[src/rtl/mult_ctrl.sv]
// mult_ctrl: iterative 32-cycle shift-add multiply controller owning HI/LO
// Ports: Clock_i/Reset_i (async, active-high); start_i, is_signed_i,
// multiplicando_i, multiplicador_i sampled in IDLE; abort_i flushes any
// operation; busy_o high while multiplying; done_o pulses with hi_o/lo_o valid.
module mult_ctrl #(
  parameter int WIDTH = 32
) (
  input  logic             Clock_i,
  input  logic             Reset_i,
  input  logic             start_i,
  input  logic             is_signed_i,
  input  logic [WIDTH-1:0] multiplicando_i,
  input  logic [WIDTH-1:0] multiplicador_i,
  input  logic             abort_i,
  output logic             busy_o,
  output logic             done_o,
  output logic [WIDTH-1:0] hi_o,
  output logic [WIDTH-1:0] lo_o
);
  typedef enum logic [1:0] {IDLE, RUN, FIX} state_t;
  state_t             state_q;
  logic [2*WIDTH-1:0] p_q;
  logic [4:0]         count_q;
  logic [WIDTH-1:0]   mcand_q;
  logic               neg_q;
  logic               busy_q;
  logic               done_q;
  logic [WIDTH-1:0]   hi_q;
  logic [WIDTH-1:0]   lo_q;
  logic [WIDTH-1:0]   a_mag_d;
  logic [WIDTH-1:0]   b_mag_d;
  logic [WIDTH:0]     sum_d;
  // Magnitude of the most negative value wraps to itself, which is correct
  // once it is read as unsigned.
  always_comb begin
    a_mag_d = (is_signed_i & multiplicando_i[WIDTH-1]) ? -multiplicando_i : multiplicando_i;
    b_mag_d = (is_signed_i & multiplicador_i[WIDTH-1]) ? -multiplicador_i : multiplicador_i;
    sum_d   = {1'b0, p_q[2*WIDTH-1:WIDTH]} + {1'b0, p_q[0] ? mcand_q : '0};
  end
  always_ff @(posedge Clock_i or posedge Reset_i) begin
    if (Reset_i) begin
      state_q <= IDLE;
      p_q     <= '0;
      count_q <= '0;
      mcand_q <= '0;
      neg_q   <= 1'b0;
      busy_q  <= 1'b0;
      done_q  <= 1'b0;
      hi_q    <= '0;
      lo_q    <= '0;
    end else begin
      done_q <= 1'b0;
      if (abort_i) begin
        state_q <= IDLE;
        busy_q  <= 1'b0;
      end else begin
        case (state_q)
          IDLE: if (start_i) begin
            state_q <= RUN;
            busy_q  <= 1'b1;
            neg_q   <= is_signed_i & (multiplicando_i[WIDTH-1] ^ multiplicador_i[WIDTH-1]);
            mcand_q <= a_mag_d;
            p_q     <= {{WIDTH{1'b0}}, b_mag_d};
            count_q <= '0;
          end
          RUN: begin
            p_q     <= {sum_d, p_q[WIDTH-1:1]};
            count_q <= count_q + 5'd1;
            if (count_q == 5'd31) state_q <= FIX;
          end
          FIX: begin
            {hi_q, lo_q} <= neg_q ? -p_q : p_q;
            done_q  <= 1'b1;
            busy_q  <= 1'b0;
            state_q <= IDLE;
          end
          default: state_q <= IDLE;
        endcase
      end
    end
  end
  assign busy_o = busy_q;
  assign done_o = done_q;
  assign hi_o   = hi_q;
  assign lo_o   = lo_q;
endmodule

[config.mk]
export PLATFORM = sky130hd
export DESIGN_NAME = mult_ctrl
export DESIGN_NICKNAME = d
export VERILOG_FILES = /design/src/rtl/mult_ctrl.sv
export SDC_FILE = /design/constraint.sdc
export NUM_CORES = 1
export LEC_CHECK = 0
export ABC_AREA = 0
export CORE_MARGIN = 2
export CORE_UTILIZATION = 28
export CTS_BUF_LIST = sky130_fd_sc_hd__clkbuf_16
export DETAILED_ROUTE_END_ITERATION = 6
export PLACE_DENSITY = 0.51
export SLEW_MARGIN = 20
export SYNTH_ARGS = -nofsm -noshare
export SYNTH_HDL_FRONTEND = slang
export SYNTH_SLANG_ARGS = --single-unit
[constraint.sdc]
create_clock -name Clock_i -period 13.2 [get_ports Clock_i]
set_input_delay 3.96 -clock Clock_i [delete_from_list [all_inputs] [get_ports Clock_i]]
set_output_delay 3.96 -clock Clock_i [all_outputs]
set_load 0.05 [all_outputs]
# == After elaboration in Yosys (flattened, before gate mapping) ==
# Index checks and enable logic that the tools add are counted.
# word_totals
regBits,170
output_inout_bits,66
# classes
n_addsub,5
eq_ne,6
n_mux,17
bitwise_logic,5
reduce_logical,8
# ops
op,n
2-to-1 mux 64 bit,2
case mux 64 bit (2 select lines),1
2-to-1 mux 32 bit,3
negator 32 bit,2
negator 64 bit,1
adder 32 x 32 -> 33 bit,1
case mux 5 bit (2 select lines),1
2-to-1 mux 2 bit,3
!= test 3 bit (second input constant),2
AND reduction 2 bit,3
AND reduction 3 bit,2
adder 5 x 1 -> 5 bit (second input constant),1
== test 5 bit (second input constant),1
2-to-1 mux 5 bit,1
2-to-1 mux 1 bit,4
case mux 2 bit (2 select lines),1
bitwise AND 1 bit,3
nonzero test 3 bit,1
== test 2 x 1 -> 1 bit (second input constant),1
== test 2 bit (second input constant),1
zero test 2 bit,1
!= test 2 bit (second input constant),1
case mux 1 bit (2 select lines),1
nonzero test 2 bit,1
other kinds (2),2

# == Logic depth before layout (Yosys ltp) ==
# logic_depth
depth_word,4
ltp_mapped,12
ltp_nobuf,11

# == Worst setup path before layout ==
# No wires, ideal clock.
# synth_timing
path_type,input to register
start,input port multiplicando_i[8]
end,register mcand_q[29]
setup_ns,0.133
t_arrival_ns,5.992
required_time_ns,13.067
setup_slack_ns,7.075
path_stages,7
path_cell_list,or4_1 -> nor4_1 -> nor3b_1 -> nand2_1 -> o41ai_1 -> xor2_1 -> o21ai_0
# synth_via
elab_chain_cells,2
# synth_rtl
item,line,source
"start, declared",12,"input logic [WIDTH-1:0] multiplicando_i,"
negator 32 bit,36,a_mag_d = (is_signed_i & multiplicando_i[WIDTH-1]) ? -multiplicando_i : multiplicando_i;
2-to-1 mux 32 bit,36,
"end signal, assigned",62,mcand_q <= a_mag_d;
"end, declared",24,logic [WIDTH-1:0] mcand_q;
# No other way between the ends.
# A chain may end at the register's enable or synchronous reset.

# == Worst setup path after layout ==
# Ends and elaborated chain as after synthesis.

==> reports/qor.txt <==
outcome = finished clean
startpoint types = input pin
Pint = 1.23 mW
cell taking the most area after synthesis = dfrtp_1
# Post-CTS Setup Buffers = 0
clock net sink count = 170
P_sw = 830 µW
ys async rst share = 1.00
sequential element share of the synthesized area = 0.380
Yosys Warn Count = 0
met3 wire len = 1310 µm
via count = 9924
Fmax achieved = 0.151 GHz
1st-iter DRT viols = 547
share of the synthesized area in the top cell type = 0.380
std cell rows = 73
layout cells sized above 1 = 0.0478
grt total ovfl = 0
largest net degree at the start of global routing = 83
Max Fanout on Critical Path = 7
syn avg cell area = 8.23 µm²
Max clock buf depth = 2
initial antenna violation count = 1
P_leak = 5.78 nW
sequential power share = 0.377
ys flop type = dfrtp_1
Highest Signal Layer = met5
initial core utilization = 0.282
Required @ worst endpoint = 13.51 ns
Reg area = 4250 µm²
Die Y-Extent = 204 µm
syn nets = 1467
critical path class = in2reg
Sw Share = 0.404
Post-synth top cells = 170 x dfrtp_1, 168 x nand2_1, 153 x o21ai_0
worst hold margin = 0.475 ns
Post-Route WL = 33500 µm
RSZ-0062 raised after global routing = false
router iterations before antenna repair = 7
drt wl/cell = 16.9 µm
worst clock skew = 0.0120 ns
Clock power frac = 0.272
worst skew pair latency = 0.45 ns
Final Max Slew Viols = 0
core area = 39600 µm²
Worst-Margin Slew = 1.03 ns
Fin Setup TNS = 0 ns
maximum vdd ir drop = 0.0779 mV
hold bufs inserted after CTS = 0
DP HPWL = 25500 µm
relative slew slack = 0.307
Nets = 1557
multi-input logic area = 6550 µm²
PD cells = 151 nW/µm²
Netlist cell types = 61
post-synth design cell area = 11200 µm²
CTS tree = done
Antenna Nets Post-Route = 0
first-pass GRT wire length = 53100 µm
# fillers = 4202
number of remaining DRC errors = 0
H-tree depth = 4
Synth area leaders = dfrtp_1 38%, xor2_1 7.3%, o21ai_0 6.8%
vias in the first global route = 9421
EDFF count, synth = 0
HP Class = reg2reg
Via density = 4.99
Comb power frac = 0.350
GP Congestion = 0.854
I/O Buffers = 134
die area = 41600 µm²
CP arrival = 6.93 ns
Synth Instances = 1360
most frequent cell after synthesis = dfrtp_1
# diodes = 0
max-cap violation count = 0
cts bufs inserted = 17
shortest period the worst path allows = 6.63 ns
Clock transition at path regs = 0.07 ns
die width = 204 µm
Seq cells post-synth = 170
Area Overhead vs Synth = 21.7%
Boundary Pins = 135
GRT Util Overall = 0.162
Setup crit end kind = flip-flop
setup violators final = 0
Tcrit/Tclk final = 0.502
routed length on met2 = 14300 µm
post-cts gate resize count = 0
routed length on met1 = 17500 µm
final hold viol count = 0
Clock Root Buffer = clkbuf_16
==> cell usage in the layout, fill, tap and decap left out, types with 28 or more instances in the layout <==
| master | Yosys | layout |
|---|---|---|
| ha_1 | 37 | 37 |
| xnor2_1 | 44 | 44 |
| a21oi_1 | 138 | 138 |
| nor2_1 | 137 | 136 |
| dfrtp_1 | 170 | 170 |
| clkdlybuf4s50_1 | 0 | 134 |
| xor2_1 | 93 | 93 |
| inv_1 | 29 | 28 |
| and2_1 | 33 | 33 |
| nand2_1 | 168 | 167 |
| o31ai_1 | 34 | 34 |
| o21ai_0 | 153 | 153 |
==> flip-flops by register name, summed over array words and instances (netlist names) <==
register,cells
busy_o,1
lo_o,32
state_q,2
done_o,1
neg_q,1
p_q,64
hi_o,32
count_q,5
mcand_q,32
==> area by class of cell <==
class / count / share of cell area
clock buffers: 17 / 0.0312
multi-input cells: 1089 / 0.481
repair buffers: 143 / 0.103
clock inverters: 15 / 0.0154
inverters: 29 / 0.00836
well taps: 525 / 0.0482
flip-flops and latches: 170 / 0.312
==> critical path, cell delays in order <==
cell and delay, ns:
clkdlybuf4s50_1 0.45, or4_1 0.61, nor4_1 0.32, nor3b_1 0.77, nand2_1 0.21, o41ai_1 0.35, xor2_1 0.19, o21ai_0 0.08
==> power by group through the flow <==
stage	clock network (mW)	logic, mW	registers [mW]
global route	0.596	0.814	0.794
floorplan	0	0.553	0.715
finish	0.559	0.720	0.776
global placement	0	0.713	0.780
detailed placement	0	0.719	0.783
CTS	0.574	0.723	0.773
==> stage by stage <==
| step | instance area (µm²) | instances | setup slack, ns | total power [mW] | utilization |
|---|---|---|---|---|---|
| 2_1_floorplan | 11200 | 1360 | 4.64 | 1.27 | - |
| 3_3_place_gp | 13000 | 1956 | 6.22 | 1.49 | 0.327 |
| 3_5_place_dp | 13000 | 1956 | 6.12 | 1.50 | 0.327 |
| 4_1_cts | 13600 | 1988 | 6.58 | 2.07 | 0.343 |
| 5_1_grt | 13600 | 1988 | 6.22 | 2.20 | 0.344 |
| 6_report | 13600 | 1988 | 6.57 | 2.06 | 0.344 |
==> cells by family (layout without fill, tap and decap cells) <==
kind of cell | Yosys count | count (layout) | synth area share
xor gates and xnor gates | 137 | 137 | 0.107
and+or+nand+nor | 495 | 495 | 0.212
DFF | 170 | 170 | 0.380
adders and majority gates | 38 | 38 | 0.0431
muxes | 10 | 10 | 0.00939
AOI/OAI and AO/OA | 409 | 409 | 0.211
buffers and inverters | 101 | 204 | 0.0376
==> layer usage <==
metal,track usage,vias up
met5,0,-
met4,0.0386,2
met3,0.0214,32
met2,0.240,208
met1,0.247,4672
li1,-,5010
==> path summary, 6_finish.rpt <==
check | startpoint | slack (ns) | to | cells past startpoint
setup / recovery | multiplicando_i[8] | 6.57 | mcand_q[29]$_DFFE_PP0P_ | 8
max in group asynchronous | Reset_i | 8.06 | p_q[40]$_DFFE_PP0P_ | 3
hold / removal | mcand_q[6]$_DFFE_PP0P_ | 0.48 | mcand_q[6]$_DFFE_PP0P_ | 2
setup reg to reg | p_q[0]$_DFFE_PP0P_ | 9.67 | p_q[55]$_DFFE_PP0P_ | 11
min in group asynchronous | Reset_i | 3.91 | done_o$_DFF_PP0_ | 2
hold reg to reg | mcand_q[6]$_DFFE_PP0P_ | 0.48 | mcand_q[6]$_DFFE_PP0P_ | 2
Note: power is estimated with default switching activity, not from simulation.
